File: src/rtl/cpu_types_pkg.sv
// Shared pipeline types for the issue-side hazard scoreboard: register ids,
// forward-select encoding and the per-stage write tag.
package cpu_types_pkg;

  localparam int REG_W      = 5;
  localparam int TAG_STAGES = 3;   // EX, MEM, WB
  localparam int NUM_SRC    = 2;   // rs, rt

  typedef logic [REG_W-1:0] regbits_t;

  typedef enum logic [1:0] {
    FWD_REG = 2'b00,
    FWD_MEM = 2'b01,
    FWD_WB  = 2'b10
  } fwd_sel_t;

  typedef struct packed {
    logic     valid;
    regbits_t wsel;
    logic     load;
  } scb_entry_t;

  function automatic logic tag_hit(input scb_entry_t e, input regbits_t r);
    return e.valid && (e.wsel == r);
  endfunction

endpackage

File: src/rtl/scb_match.sv
// One decode source operand checked against the EX and MEM write tags:
// produces its forward select and whether it hits a load sitting in EX.
module scb_match
  import cpu_types_pkg::*;
(
  input  regbits_t   src,
  input  logic       use_src,
  input  scb_entry_t ex,
  input  logic       mem_valid,
  input  regbits_t   mem_wsel,
  output fwd_sel_t   sel,
  output logic       lu_hit
);

  // EX is checked first: it holds the youngest write, which is in MEM by
  // the time this operand is consumed in EX.
  always_comb begin
    sel = FWD_REG;
    if (use_src && (src != '0)) begin
      if (tag_hit(ex, src))
        sel = FWD_MEM;
      else if (mem_valid && (mem_wsel == src))
        sel = FWD_WB;
    end
  end

  assign lu_hit = use_src && ex.load && tag_hit(ex, src);

endmodule

File: src/rtl/hazard_scoreboard.sv
// Issue-side hazard controller: tracks in-flight writes in EX/MEM/WB, stalls
// on load-use, flushes on mispredict and registers forward selects into EX.
module hazard_scoreboard
  import cpu_types_pkg::*;
#(
  parameter int CNT_W = 16
) (
  input  logic             CLK,
  input  logic             nRST,
  input  logic             ihit,
  input  logic             dmemreq_M,
  input  logic             dhit,
  input  regbits_t         rs_ID,
  input  regbits_t         rt_ID,
  input  logic             use_rs_ID,
  input  logic             use_rt_ID,
  input  regbits_t         wsel_ID,
  input  logic             wen_ID,
  input  logic             load_ID,
  input  logic             halt_WB,
  input  logic             mispredict_M,
  output logic             en_IFID,
  output logic             en_IDEX,
  output logic             en_EXM,
  output logic             en_MWB,
  output logic             flush_IFID,
  output logic             flush_IDEX,
  output fwd_sel_t         fwd_A_EX,
  output fwd_sel_t         fwd_B_EX,
  output logic             halted,
  output logic [CNT_W-1:0] stall_cnt,
  output logic [CNT_W-1:0] flush_cnt
);

  scb_entry_t                tag_q [TAG_STAGES];  // [0]=EX [1]=MEM [2]=WB
  scb_entry_t                id_entry;
  regbits_t   [NUM_SRC-1:0]  src;
  logic       [NUM_SRC-1:0]  use_src;
  logic       [NUM_SRC-1:0]  lu_src;
  fwd_sel_t   [NUM_SRC-1:0]  sel;
  logic                      advance, lu, bubble;

  assign src     = {rt_ID, rs_ID};
  assign use_src = {use_rt_ID, use_rs_ID};

  for (genvar i = 0; i < NUM_SRC; i++) begin : g_match
    scb_match u_match (
      .src       (src[i]),
      .use_src   (use_src[i]),
      .ex        (tag_q[0]),
      .mem_valid (tag_q[1].valid),
      .mem_wsel  (tag_q[1].wsel),
      .sel       (sel[i]),
      .lu_hit    (lu_src[i])
    );
  end

  assign advance = ihit && (!dmemreq_M || dhit) && !halted;
  assign lu      = |lu_src;
  // A mispredict squashes the decode slot, so it also resolves any load-use.
  assign bubble  = lu || mispredict_M;

  assign en_IFID    = advance && (!lu || mispredict_M);
  assign en_IDEX    = advance;
  assign en_EXM     = advance;
  assign en_MWB     = advance;
  assign flush_IFID = advance && mispredict_M;
  assign flush_IDEX = advance && bubble;

  always_comb begin
    id_entry       = '0;
    id_entry.valid = wen_ID && (wsel_ID != '0);
    id_entry.wsel  = wsel_ID;
    id_entry.load  = load_ID;
  end

  always_ff @(posedge CLK or negedge nRST) begin
    if (!nRST) begin
      for (int i = 0; i < TAG_STAGES; i++) tag_q[i] <= '0;
      fwd_A_EX <= FWD_REG;
      fwd_B_EX <= FWD_REG;
    end else if (advance) begin
      tag_q[0] <= bubble ? '0 : id_entry;
      for (int i = 1; i < TAG_STAGES; i++) tag_q[i] <= tag_q[i-1];
      fwd_A_EX <= bubble ? FWD_REG : sel[0];
      fwd_B_EX <= bubble ? FWD_REG : sel[1];
    end
  end

  always_ff @(posedge CLK or negedge nRST) begin
    if (!nRST) halted <= 1'b0;
    else       halted <= halted || halt_WB;
  end

  always_ff @(posedge CLK or negedge nRST) begin
    if (!nRST) begin
      stall_cnt <= '0;
      flush_cnt <= '0;
    end else if (advance) begin
      if (lu && !mispredict_M && (stall_cnt != '1)) stall_cnt <= stall_cnt + CNT_W'(1);
      if (mispredict_M && (flush_cnt != '1))        flush_cnt <= flush_cnt + CNT_W'(1);
    end
  end

endmodule

File: config.mk
export PLATFORM = sky130hd
export DESIGN_NAME = hazard_scoreboard
export DESIGN_NICKNAME = d
export VERILOG_FILES = /design/src/rtl/cpu_types_pkg.sv /design/src/rtl/scb_match.sv /design/src/rtl/hazard_scoreboard.sv
export SDC_FILE = /design/constraint.sdc
export NUM_CORES = 1
export LEC_CHECK = 0
export ABC_AREA = 1
export ABC_CLOCK_PERIOD_IN_PS = 1800
export BUFFER_PORTS_ARGS = -buffer_cell sky130_fd_sc_hd__buf_2
export CORE_ASPECT_RATIO = 2
export CORE_MARGIN = 2
export CORE_UTILIZATION = 44
export CTS_CLUSTER_SIZE = 28
export DETAILED_ROUTE_END_ITERATION = 12
export PLACE_DENSITY = 0.68
export SETUP_SLACK_MARGIN = 0.1
export SLEW_MARGIN = 20
export SYNTH_ARGS = -nofsm -noshare
export SYNTH_HDL_FRONTEND = slang
export SYNTH_SLANG_ARGS = --single-unit
File: constraint.sdc
create_clock -name CLK -period 1.8 [get_ports CLK]
set_input_delay 0.18 -clock CLK [delete_from_list [all_inputs] [get_ports CLK]]
set_output_delay 0.18 -clock CLK [all_outputs]
set_load 0.01 [all_outputs]
==> metrics.md, run 1 <==
| Metric | Value |
|---|---|
| Final min period | 1820 ps |
| Worst Hold Margin | -17.9 ps |
| Maximum clock frequency | 0.548 GHz |
| Run status | finished with violations |
| Post-synthesis average cell area | about 7.5 um2 |
| Final weighted congestion of routability-driven global placement | 1.06 |
| Net count of the mapped netlist | ~410 |
| Detailed placement HPWL | about 5.7 mm |
| Core ar. | 6360 um2 |
| Setup TNS after final layout | -30.6 ps |
| Count of max-cap constraint violations | 0 |
| Number of standard cells in the layout, taps in and fillers out | around 560 |
| Initial Util | 0.455 |
| Static leakage | approximately 1.9 nW |
| Endpoint kind of the worst setup timing path | output pin |
| Crit share post-route | 1.01 |
| Post-layout nets | roughly 510 |
| Most Used Layer, Global Route | met2 |
| Final Hold Vio Count | 22 |
| Top cells by area in the synthesized netlist | dfrtp_1 43%, nand2_1 17%, xor2_1 5.4% |
| Worst-Skew Late Latency | about 290 ps |
| Final setup violation count | 2 |
| Overall fraction of global-route tracks in use | 0.234 |
| Max Root-Sink Buffers | 2 |
| # placed instances | 541 |
| Worst Path Class, Setup | flop to output pin |
| Post-layout worst setup margin | -23.6 ps |
| Violations in the final reports | negative hold slack, negative setup slack |
| Synthesized instance count | slightly below 400 |
| Number of top-level pins | 69 |
| Num Clock Sinks | 50 |
| Height of the die | between 100 and 150 um |
| Full die area | approximately 7300 um2 |
| Drt pass-1 iters | 4 |
| Vias in the first global route | between 2000 and 3000 |
| GR Util met3 | 0.0372 |
| Worst hold path type | input port to async pin |
| Area growth from synthesis to layout | 28.4% |
| Area share of the largest cell type after synthesis | 0.432 |
| Placed cell area | between 3000 and 4000 um2 |
| Worst slack after detailed placement | ~54 ps |
| CP Max Fanout | 4 |
| DRC viols | 0 |
| Type of element launching the critical path | flop |
| Antenna violations before repair | 0 |
| Clock tree from TritonCTS | built |
| Slew at the pin closest to its max-slew limit | 633 ps |
| Count of synthesis-stage warnings from yosys | 0 |
| H-Tree Depth | 2 |
| Layout cells sized above 1 | 0.295 |
| Grt total ovfl | 0 |
| Number of DRC violations after detailed-routing iteration 0 | 200 |
| Number of synthesized register bits | 50 |
| Power density cells | ~650 nW/um2 |
| Non-Filler Cell Area, Final | between 3000 and 4000 um2 |
| Post-CTS clock slew at the launch and capture registers of the worst setup and hold paths | 60 ps |
| Via total after detailed routing | approximately 2900 |
| Routing usage on met2 | 0.388 |
| WL final | 7.93 mm |
| Average vias per placed instance | between 5 and 6 |
| Post-synthesis cell area | approximately 2900 um2 |
| First-pass GRT wire length | roughly 13 mm |
| Unrepaired setup endpoints after global routing | true |
| Number of fillers in the final layout | 645 |
| Final clock skew | between 4 and 5 ps |
| Yosys cell types | 30 |
| Data required time at the worst endpoint | ~1600 ps |
| Pin count of the biggest net entering global routing | roughly 50 |
| Register area share after synthesis | 0.432 |
| Row count | between 40 and 50 |
| Critical path data arrival time | between 1500 and 2000 ps |
| Remaining number of nets flagged by the antenna check after routing | 0 |
| CTS Root Cell | clkbuf_16 |
| Rel. slew slack | 0.578 |
| TritonCTS Buffers | 5 |
| Cell type with the highest aggregate area in the netlist | dfrtp_1 |
| Width of the chip | a little over 60 um |
| Routed wirelength normalized by instance count | 14.1 um |
| Peak VDD IR | about 0.00076 V |
| Global-route track usage on met1 | 0.279 |
| Diodes inserted | 0 |
| Pins over their slew limit | 0 |
| Quantity of I/O buffers inserted on ports | about 70 |
## cells by family (layout without fill, tap and decap cells)
group / Yosys count / after routing / synth area share
and+or+nand+nor: 220 / 220 / 0.338
AOI/OAI and AO/OA: 29 / 29 / 0.0545
buffers and inverters: 55 / 148 / 0.0791
xor gates and xnor gates: 29 / 29 / 0.0878
adders and majority gates: 2 / 2 / 0.00865
DFF: 50 / 50 / 0.432
## worst max-delay path, stage by stage (launching register included)
cell and delay [ps]:
dfrtp_1 410, inv_2 80, a21oi_2 150, nand2_1 90, nor2_2 110, nand3_1 100, nand2_2 120, nor2_4 50
inv_2 40, nand2_1 40, inv_1 40, buf_2 110
## area by class of cell
class                           instances  area, um2  area share
Multi-Input combinational cell        280       1480       0.398
Sequential cell                        50       1250       0.337
Timing Repair Buffer                   94        561       0.151
Inverter                               47        180      0.0485
Clock buffer                            6        129      0.0347
Tap cell                               86        108      0.0290
Clock inverter                          1       7.51     0.00202
## per-layer routing
layer / up-vias / wire length (um)
met4: 0 / 287
li1: 1400 / -
met5: - / 0
met2: 89 / 4280
met1: 1344 / 3050
met3: 21 / 313
## repair_timing
action | 4_1_cts | 5_1_grt
gates cloned | 1 | 0
pin swaps | 3 | 13
endpoints found under the setup margin | 26 | 35
hold buffers | 0 | 0
buffers inserted | 5 | 10
gates resized for setup | 6 | 20
## registers in the layout, summed over array words and instances, names as in the netlist
register,count
flush_cnt,16
fwd_B_EX,2
tag_q,13
fwd_A_EX,2
stall_cnt,16
halted,1
## stage by stage
step / hold WS (ps) / total power [mW] / utilization
after CTS: 14.7 / 2.43 / 0.562
final: -17.9 / 2.42 / 0.584
after detailed placement: 335 / 1.50 / 0.529
after global routing: 58.7 / 2.54 / 0.584
after floorplan: -116 / 1.37 / -
after global placement: 328 / 1.50 / 0.529
## synth_stat cells (all sizes together)
cell / n
nand2: 133
dfrtp: 50
inv: 46
nor2: 32
nand3: 27
o21ai: 18
xor2: 18
nand4: 11
nor3: 11
xnor2: 11
a21oi: 5
buf: 5
o22ai: 5
nand3b: 4
clkbuf: 3
ha: 2
clkinv: 1
nor4: 1
o31ai: 1
or2: 1
## final timing paths
path | from | end | slack (ps) | depth (start not counted)
worst min register to register | tag_q[13]$_DFFE_PN0P_ | tag_q[13]$_DFFE_PN0P_ | 490 | 2
max in group asynchronous | nRST | stall_cnt[3]$_DFFE_PN0P_ | 1390 | 2
worst max register to register | tag_q[18]$_DFFE_PN0P_ | stall_cnt[14]$_DFFE_PN0P_ | 80 | 12
min in group CLK | halt_WB | halted$_DFF_PN0_ | 70 | 2
worst max-delay path | tag_q[18]$_DFFE_PN0P_ | flush_IDEX | -20 | 11
worst min-delay path | nRST | flush_cnt[3]$_DFFE_PN0P_ | -20 | 2
## cell usage in the layout, fill, tap and decap left out, types with 3 or more instances in the layout
master,instances
nand2_2,4
buf_2,69
nand3_1,24
xor2_1,18
dfrtp_1,50
inv_1,36
nor2_1,19
nor3_1,9
o21ai_0,15
xnor2_1,11
nand2_1,128
inv_2,10
nand4_1,10
nor2_4,4
buf_4,21
o22ai_1,5
nor2_2,9
nand3b_1,4
a21oi_1,3
clkbuf_16,5
## power breakdown
group          total [mW]  switching (mW)  internal (mW)
clock               0.910           0.402          0.508
combinational       0.299           0.183          0.116
sequential           1.21          0.0394           1.17
total                2.42           0.624           1.79
(Power assumes the default switching activity.)
==> run 2: changes to the inputs <==
--- a/config.mk
+++ b/config.mk
@@ -5,15 +5,15 @@
 export SDC_FILE = /design/constraint.sdc
 export NUM_CORES = 1
 export LEC_CHECK = 0
-export ABC_AREA = 1
 export ABC_CLOCK_PERIOD_IN_PS = 1800
 export BUFFER_PORTS_ARGS = -buffer_cell sky130_fd_sc_hd__buf_2
 export CORE_ASPECT_RATIO = 2
 export CORE_MARGIN = 2
 export CORE_UTILIZATION = 44
+export CTS_CLUSTER_DIAMETER = 30
 export CTS_CLUSTER_SIZE = 28
 export DETAILED_ROUTE_END_ITERATION = 12
-export PLACE_DENSITY = 0.68
+export PLACE_DENSITY = 0.69
 export SETUP_SLACK_MARGIN = 0.1
 export SLEW_MARGIN = 20
 export SYNTH_ARGS = -nofsm -noshare
==> run 2 against run 1 <==
  * Critical path type unchanged
  * Synthesized cell count fell by 37%
  * Cell area fell by 0.17%
  * Via count fell by 21%
  * First-iteration DRC count fell by 67%
  * Critical path depth fell by 3
  * Flip-flop and latch count did not move
  * Core utilization rose by 7.1 points
  * Global-route usage fell by 2.5 points
  * Largest power group unchanged
  * The run ends with negative setup slack left
==> metrics.md, run 2 <==
| Metric | Value |
|---|---|
| TritonCTS Buffers | 5 (unchanged) |
| Overall fraction of global-route tracks in use | 0.209 (was 0.234) |
| Static leakage | 1.91 nW (was 1.94 nW) |
| DRC viols | 0 (unchanged) |
| Count of synthesis-stage warnings from yosys | 0 (unchanged) |
| Width of the chip | 57.9 um (was 61.3 um) |
| First-pass GRT wire length | 10.4 mm (was 12.8 mm) |
| Rel. slew slack | 0.677 (was 0.578) |
| Average vias per placed instance | 5.32 (was 5.06) |
| Type of element launching the critical path | flop (unchanged) |
| Detailed placement HPWL | 4.92 mm (was 5.71 mm) |
| Cell type with the highest aggregate area in the netlist | dfrtp_1 (unchanged) |
| Clock tree from TritonCTS | built (unchanged) |
| Worst-Skew Late Latency | 300 ps (was 290 ps) |
| Power density cells | 657 nW/um2 (was 651 nW/um2) |
| Via total after detailed routing | 2259 (was 2854) |
| Ys async rst share | 1.00 (unchanged) |
| Top FF cell, synth | dfrtp_1 (unchanged) |
| Post-synthesis cell area | 2550 um2 (was 2890 um2) |
| Full die area | 6470 um2 (was 7280 um2) |
| Critical path cell sequence | xor2_1, nor4_2, nand2_1, o22ai_2, buf_12, nor2_4, nor2_1, buf_2 (was inv_2, a21oi_2, nand2_1, nor2_2, nand3_1, nand2_2, nor2_4, inv_2, nand2_1, inv_1, buf_2) |
| Leading cell types by count after synthesis | 50 x dfrtp_1, 34 x xnor2_1, 33 x nand2_1 (was 131 x nand2_1, 50 x dfrtp_1, 39 x inv_1) |
| Slowest stage delay, CP | 410 ps (about the same) |
| Endpoint kind of the worst setup timing path | output pin (unchanged) |
| Max Root-Sink Buffers | 2 (unchanged) |
| Initial Util | 0.451 (was 0.455) |
| Setup TNS after final layout | -2360 ps (was -30.6 ps) |
| Placed cell area | 3310 um2 (was 3370 um2) |
| Maximum clock frequency | 0.506 GHz (was 0.548 GHz) |
| Drt pass-1 iters | 4 (unchanged) |
| Area share of the largest cell type after synthesis | 0.490 (was 0.432) |
| CP Max Fanout | 4 (unchanged) |
| Non-Filler Cell Area, Final | 3710 um2 (about the same) |
| Height of the die | 112 um (was 119 um) |
| Pins over their slew limit | 0 (unchanged) |
| Data required time at the worst endpoint | 1620 ps (about the same) |
| Final weighted congestion of routability-driven global placement | 0.847 (was 1.06) |
| Count of max-cap constraint violations | 0 (unchanged) |
| Post-layout nets | 391 (was 506) |
| Quantity of I/O buffers inserted on ports | 68 (unchanged) |
| Most common cell after layout, fill and taps aside | buf_2 (was nand2_1) |
| Num Clock Sinks | 50 (unchanged) |
| Final Hold Vio Count | 0 (was 22) |
| Post-layout worst setup margin | -178 ps (was -23.6 ps) |
| Area growth from synthesis to layout | 45.2% (was 28.4%) |
| Run status | finished with violations (unchanged) |
| Final setup violation count | 25 (was 2) |
| Final min period | 1980 ps (was 1820 ps) |
| Layout cells sized above 1 | 0.464 (was 0.295) |
| Register area share after synthesis | 0.490 (was 0.432) |
| Top cells by area in the synthesized netlist | dfrtp_1 49%, xnor2_1 12%, xor2_1 5.5% (was dfrtp_1 43%, nand2_1 17%, xor2_1 5.4%) |
| Antenna violations before repair | 0 (unchanged) |
| Violations in the final reports | negative setup slack (was negative hold slack, negative setup slack) |
| Final core utilization | 0.655 (was 0.584) |
| Row count | 39 (was 41) |
| Crit share post-route | 1.10 (was 1.01) |
| Number of enable-type register cells in the synthesized netlist | 0 (unchanged) |
| Worst Path Class, Setup | flop to output pin (unchanged) |
| WL final | 6.48 mm (was 7.93 mm) |
| Dominant cell by count in the synthesized netlist | dfrtp_1 (was nand2_1) |
| Number of synthesized register bits | 50 (unchanged) |
| Worst hold path type | input port to flop (was input port to async pin) |
| Number of DRC violations after detailed-routing iteration 0 | 66 (was 200) |
| Core ar. | 5660 um2 (was 6360 um2) |
| H-Tree Depth | 2 (unchanged) |
| Remaining number of nets flagged by the antenna check after routing | 0 (unchanged) |
| CTS Root Cell | clkbuf_16 (unchanged) |
| Worst slack after detailed placement | -86.8 ps (was 54.2 ps) |
| Post-CTS clock slew at the launch and capture registers of the worst setup and hold paths | 70 ps (was 60 ps) |
| Number of top-level pins | 69 (unchanged) |
| Slew at the pin closest to its max-slew limit | 480 ps (was 633 ps) |
| Yosys cell types | 37 (was 30) |
| Unrepaired setup endpoints after global routing | true (unchanged) |
| Grt total ovfl | 0 (unchanged) |
| Crit-path slowest cell | dfrtp_1 (unchanged) |
| Net count of the mapped netlist | 271 (was 413) |
| Largest registers | flush_cnt: 16 flops, stall_cnt: 16 flops, tag_q: 13 flops (unchanged) |
| Critical path data arrival time | 1800 ps (was 1640 ps) |
| Pin count of the biggest net entering global routing | 32 (was 51) |
| Vias in the first global route | 2257 (was 2752) |
| Synthesized instance count | 243 (was 385) |
| Final clock skew | 8.73 ps (was 4.02 ps) |
| Diodes inserted | 0 (unchanged) |
| Peak VDD IR | 0.000689 V (was 0.000762 V) |
| Post-synthesis average cell area | 10.5 um2 (was 7.52 um2) |
| Commonest cells after routing, fill and taps aside | 68 x buf_2, 49 x dfrtp_1, 46 x buf_4, 33 x xnor2_1, 32 x nand2_1 (was 128 x nand2_1, 69 x buf_2, 50 x dfrtp_1, 36 x inv_1, 24 x nand3_1) |
| Routed wirelength normalized by instance count | 15.3 um (was 14.1 um) |
run 2: path summary, 6_finish.rpt:
path,startpoint,endpoint,slack [ps],depth (start not counted)
min in group asynchronous,nRST,fwd_B_EX[1]$_DFFE_PN0P_,380,2
max,tag_q[18]$_DFFE_PN0P_,flush_IDEX,-180,8
max in group asynchronous,nRST,tag_q[16]$_DFFE_PN0P_,880,3
min,halt_WB,halted$_DFF_PN0_,70,2
min reg2reg,fwd_B_EX[1]$_DFFE_PN0P_,fwd_B_EX[1]$_DFFE_PN0P_,480,2
max reg2reg,stall_cnt[1]$_DFFE_PN0P_,stall_cnt[9]$_DFFE_PN0P_,-170,8
run 2: routing by layer:
| metal | track usage | share of wire | vias to the layer above |
|---|---|---|---|
| li1 | - | - | 1088 |
| met1 | 0.237 | 0.37 | 1096 |
| met2 | 0.364 | 0.56 | 57 |
| met3 | 0.0302 | 0.039 | 18 |
| met4 | 0.110 | 0.036 | 0 |
| met5 | 0 | 0 | - |
run 2: cell families after synthesis:
family          after synthesis  share of synthesized area
buf+inv                      11                     0.0240
compound gates               16                     0.0470
simple gates                113                      0.253
fa+ha+maj                     2                    0.00980
xor+xnor                     50                      0.171
flops                        50                      0.490
mux                           1                    0.00441
run 2: report_power, final:
group | total, mW | switching, mW | leakage (nW) | internal, mW
sequential | 1.16 | 0.0184 | 0.687 | 1.14
clock | 1.08 | 0.428 | 0.0760 | 0.656
combinational | 0.194 | 0.102 | 1.14 | 0.0923
run 2: cell type report:
cell class	instances	area, um2
sequential	50	1250
clock inverter	3	45.0
timing repair buffer	121	781
multi-input combinational	182	1420
inverter	3	11.3
fill	464	1950
tap	61	76.3
clock buffer	5	125
run 2: metrics by stage:
stage               power (mW)  hold slack [ps]  std cells
CTS                       2.46             70.6        418
global route              2.53             77.5        425
global placement          1.36              165        404
detailed placement        1.36              174        404
floorplan                 1.25             -116        243
finish                    2.44             71.8        425
run 2: critical path: cells and delay by family (launching register included):
kind,cells,cell delay [ps]
AND/OR/NAND/NOR,4,520
flip-flops,1,410
buffers and inverters,2,270
XOR/XNOR,1,160
AO/OA/AOI/OAI,1,150
run 2: timing repair:
item,CTS,global route
pin swaps,10,22
hold buffers,1,0
resized for setup,10,17
endpoints found under the hold margin,19,0
gates cloned,0,0
setup buffers,5,8
setup endpoints to repair,39,42
==> run 3: changes to the inputs <==
--- a/config.mk
+++ b/config.mk
@@ -18,4 +18,5 @@
 export SLEW_MARGIN = 20
 export SYNTH_ARGS = -nofsm -noshare
 export SYNTH_HDL_FRONTEND = slang
+export SYNTH_HIERARCHICAL = 1
 export SYNTH_SLANG_ARGS = --single-unit
==> run 3 against run 2 <==
  * Final cell count is 1.9% lower
  * The run still ends with negative setup slack left
  * Synthesized cell count is 4.1% lower
  * Critical endpoint is now stall_cnt[1]$_DFFE_PN0P_
  * Die area up 0.88%
  * Worst hold slack gained 27 ps
  * Cell area fell by 2.5%
  * Synthesized area increased by 0.93%
  * Clock skew fell by 0.98 ps
  * Flip-flop and latch count unchanged
  * Worst setup slack worse by 470 ps
  * Largest power group unchanged
==> metrics.md, run 3 <==
| Metric | Value |
|---|---|
| Run status | finished with violations (unchanged) |
| Violations in the final reports | negative setup slack (unchanged) |
| Pin count of the biggest net entering global routing | 51 (was 32) |
| Worst Path Class, Setup | flop to flop (was flop to output pin) |
| Yosys cell types | 39 (was 37) |
| Share of total power in sequential cells | 0.512 (was 0.476) |
| Via total after detailed routing | 2260 (was 2259) |
| Critical path cell sequence | xor2_1, nor4_2, and3_1, and3_4, o21ba_4, nand4b_4, buf_4, a21oi_4, mux2_4 (was xor2_1, nor4_2, nand2_1, o22ai_2, buf_12, nor2_4, nor2_1, buf_2) |
| Height of the die | 112 um (about the same) |
| Post-Synth Adder-Cell Area | 0.00971 (was 0.00980) |
| NetSw | 528 uW (was 548 uW) |
| Multiplexer fraction of the synthesized cell area | 0.0117 (was 0.00441) |
| Fraction of the mapped netlist area in simple logic gates | 0.234 (was 0.253) |
| Clock tree from TritonCTS | built (unchanged) |
| Cell type with the highest aggregate area in the netlist | dfrtp_1 (unchanged) |
| Core ar. | 5710 um2 (was 5660 um2) |
| Grt total ovfl | 0 (unchanged) |
| Slowest stage delay, CP | 420 ps (was 410 ps) |
| Count of buffer and inverter cells on the critical path | 1 (was 2) |
| Initial Util | 0.451 (about the same) |
| Full die area | 6520 um2 (was 6470 um2) |
| Final setup violation count | 29 (was 25) |
| Antenna violations before repair | 0 (unchanged) |
| WL final | 6.74 mm (was 6.48 mm) |
| Final core utilization | 0.633 (was 0.655) |
| Drt pass-1 iters | 4 (unchanged) |
| Crit-path slowest cell | dfrtp_1 (unchanged) |
| Largest registers | flush_cnt: 16 flops, stall_cnt: 16 flops, tag_q: 13 flops (unchanged) |
| Switching share of power | 0.231 (was 0.225) |
| Diodes inserted | 0 (unchanged) |
| CP Max Fanout | 5 (was 4) |
| Area growth from synthesis to layout | 40.3% (was 45.2%) |
| Power density cells | 633 nW/um2 (was 657 nW/um2) |
| Post-CTS clock slew at the launch and capture registers of the worst setup and hold paths | 70 ps (about the same) |
| Unrepaired setup endpoints after global routing | true (unchanged) |
| # placed instances | 390 (was 404) |
| Type of element launching the critical path | flop (unchanged) |
| Final weighted congestion of routability-driven global placement | 0.859 (was 0.847) |
| Crit share post-route | 1.36 (was 1.10) |
| Commonest cells after routing, fill and taps aside | 68 x buf_2, 50 x dfrtp_1, 46 x buf_4, 29 x nand2_1, 25 x xnor2_1 (was 68 x buf_2, 49 x dfrtp_1, 46 x buf_4, 33 x xnor2_1, 32 x nand2_1) |
| Overall fraction of global-route tracks in use | 0.217 (was 0.209) |
| Post-synthesis average cell area | 11.1 um2 (was 10.5 um2) |
| Ys async rst share | 1.00 (unchanged) |
| Routed wirelength normalized by instance count | 16.2 um (was 15.3 um) |
| Register area share after synthesis | 0.485 (was 0.490) |
| Num Clock Sinks | 50 (unchanged) |
| Peak VDD IR | 0.000676 V (was 0.000689 V) |
| Post-synthesis cell area | 2580 um2 (was 2550 um2) |
| Number of top-level pins | 69 (unchanged) |
| TritonCTS Buffers | 5 (unchanged) |
| Dominant cell by count in the synthesized netlist | dfrtp_1 (unchanged) |
| Post-synthesis compound-gate area fraction | 0.0728 (was 0.0470) |
| Worst hold path type | input port to flop (unchanged) |
| Pins over their slew limit | 0 (unchanged) |
| Detailed placement HPWL | 4.88 mm (was 4.92 mm) |
| Data required time at the worst endpoint | 1980 ps (was 1620 ps) |
| Remaining number of nets flagged by the antenna check after routing | 0 (unchanged) |
| Post-layout nets | 384 (was 391) |
| Top cell family by delay on the critical path | simple AND/OR/NAND/NOR gates (unchanged) |
| Final min period | 2450 ps (was 1980 ps) |
| Top cells by area in the synthesized netlist | dfrtp_1 49%, xnor2_1 8.5%, xor2_1 8.5% (was dfrtp_1 49%, xnor2_1 12%, xor2_1 5.5%) |
| Number of DRC violations after detailed-routing iteration 0 | 100 (was 66) |
| Width of the chip | 58.1 um (was 57.9 um) |
| Count of max-cap constraint violations | 0 (unchanged) |
| Worst Hold Margin | 98.4 ps (was 71.8 ps) |
| Post-layout worst setup margin | -651 ps (was -178 ps) |
| First-pass GRT wire length | 10.9 mm (was 10.4 mm) |
| Vias in the first global route | 2372 (was 2257) |
| Net count of the mapped netlist | 261 (was 271) |
| Layout cells sized above 1 | 0.438 (was 0.464) |
| Area share of the largest cell type after synthesis | 0.485 (was 0.490) |
| Static leakage | 1.93 nW (was 1.91 nW) |
| Final Hold Vio Count | 0 (unchanged) |
| Average vias per placed instance | 5.42 (was 5.32) |
| CTS Root Cell | clkbuf_16 (unchanged) |
| Setup TNS after final layout | -13420 ps (was -2360 ps) |
| Most common cell after layout, fill and taps aside | buf_2 (unchanged) |
| Number of standard cells in the layout, taps in and fillers out | 417 (was 425) |
| Gate power share | 0.090 (was 0.080) |
| Row count | 39 (unchanged) |
| Critical path data arrival time | 2630 ps (was 1800 ps) |
| Parity-gate share of the synthesized area counting xor and xnor cells | 0.170 (was 0.171) |
| Top FF cell, synth | dfrtp_1 (unchanged) |
| Rel. slew slack | 0.719 (was 0.677) |
| Slew at the pin closest to its max-slew limit | 418 ps (was 480 ps) |
| Maximum clock frequency | 0.408 GHz (was 0.506 GHz) |
| H-Tree Depth | 2 (unchanged) |
| Internal Dissipation | 1.76 mW (was 1.89 mW) |
| Synthesized instance count | 233 (was 243) |
| Worst-Skew Late Latency | 290 ps (was 300 ps) |
| Leading cell types by count after synthesis | 50 x dfrtp_1, 30 x nand2_1, 25 x xnor2_1, 25 x xor2_1, 16 x nand3_1 (was 50 x dfrtp_1, 34 x xnor2_1, 33 x nand2_1) |
| Combinational family with the most area after synthesis | simple AND/OR/NAND/NOR gates (unchanged) |
| Count of synthesis-stage warnings from yosys | 6 (was 0) |
| Number of enable-type register cells in the synthesized netlist | 0 (unchanged) |
| Number of synthesized register bits | 50 (unchanged) |
| Quantity of I/O buffers inserted on ports | 68 (unchanged) |
| Final clock skew | 7.75 ps (was 8.73 ps) |
| Endpoint kind of the worst setup timing path | flop (was output pin) |
| Max Root-Sink Buffers | 2 (unchanged) |
| Clock share of power | 0.398 (was 0.445) |
| DRC viols | 0 (unchanged) |
run 3: repair_timing:
action	CTS	global route
pin swaps	6	10
hold buffers	1	0
endpoints found under the setup margin	36	47
gates cloned	1	1
endpoints found under the hold margin	50	0
setup buffers	6	11
resized for setup	9	9
run 3: per-stage QoR:
| stage | power (mW) | worst slack [ps] | area [um2] |
|---|---|---|---|
| after floorplan | 1.25 | -349 | 2590 |
| after global placement | 1.38 | -542 | 3240 |
| after detailed placement | 1.38 | -637 | 3240 |
| after CTS | 2.30 | -569 | 3480 |
| after global routing | 2.36 | -748 | 3620 |
| final | 2.29 | -651 | 3620 |
run 3: power groups by stage:
| stage | registers [mW] | clock network (mW) | logic (mW) |
|---|---|---|---|
| after CTS | 1.17 | 0.924 | 0.203 |
| after floorplan | 1.19 | 0 | 0.0610 |
| after global placement | 1.19 | 0 | 0.191 |
| after detailed placement | 1.19 | 0 | 0.194 |
| after global routing | 1.17 | 0.960 | 0.229 |
| final | 1.17 | 0.909 | 0.206 |
run 3: final cells by class:
class                   instances  area, um2
flip-flops and latches         50       1250
repair buffers                119        749
clock buffers                   6        129
inverters                       4       15.0
fillers                       477       2090
well taps                      61       76.3
clock inverters                 1       7.51
multi-input cells             176       1390
run 3: kinds of logic (layout without fill, tap and decap cells):
family                     count (synthesis)  in the layout
and+or+nand+nor                          102            103
xor gates and xnor gates                  50             50
DFF                                       50             50
AOI/OAI and AO/OA                         18             19
buffers and inverters                      9            130
adders and majority gates                  2              2
muxes                                      2              2
run 3: worst paths after layout:
| path | to | from | slack, ps | cells past startpoint |
|---|---|---|---|---|
| min reg2reg | stall_cnt[15]$_DFFE_PN0P_ | stall_cnt[15]$_DFFE_PN0P_ | 490 | 1 |
| min | halted$_DFF_PN0_ | halt_WB | 100 | 2 |
| max reg2reg | stall_cnt[1]$_DFFE_PN0P_ | tag_q[15]$_DFFE_PN0P_ | -650 | 9 |
| min in group asynchronous | tag_q[17]$_DFFE_PN0P_ | nRST | 400 | 3 |
| max in group asynchronous | flush_cnt[11]$_DFFE_PN0P_ | nRST | 1140 | 3 |
| max | stall_cnt[1]$_DFFE_PN0P_ | tag_q[15]$_DFFE_PN0P_ | -650 | 9 |
run 3: layer usage:
metal	up-vias	part of all wire	GRT usage	wire, um
li1	1059	-	-	-
met1	1102	0.36	0.227	2450
met2	83	0.56	0.409	3780
met3	16	0.044	0.0380	295
met4	0	0.031	0.0868	207
met5	-	0	0	0
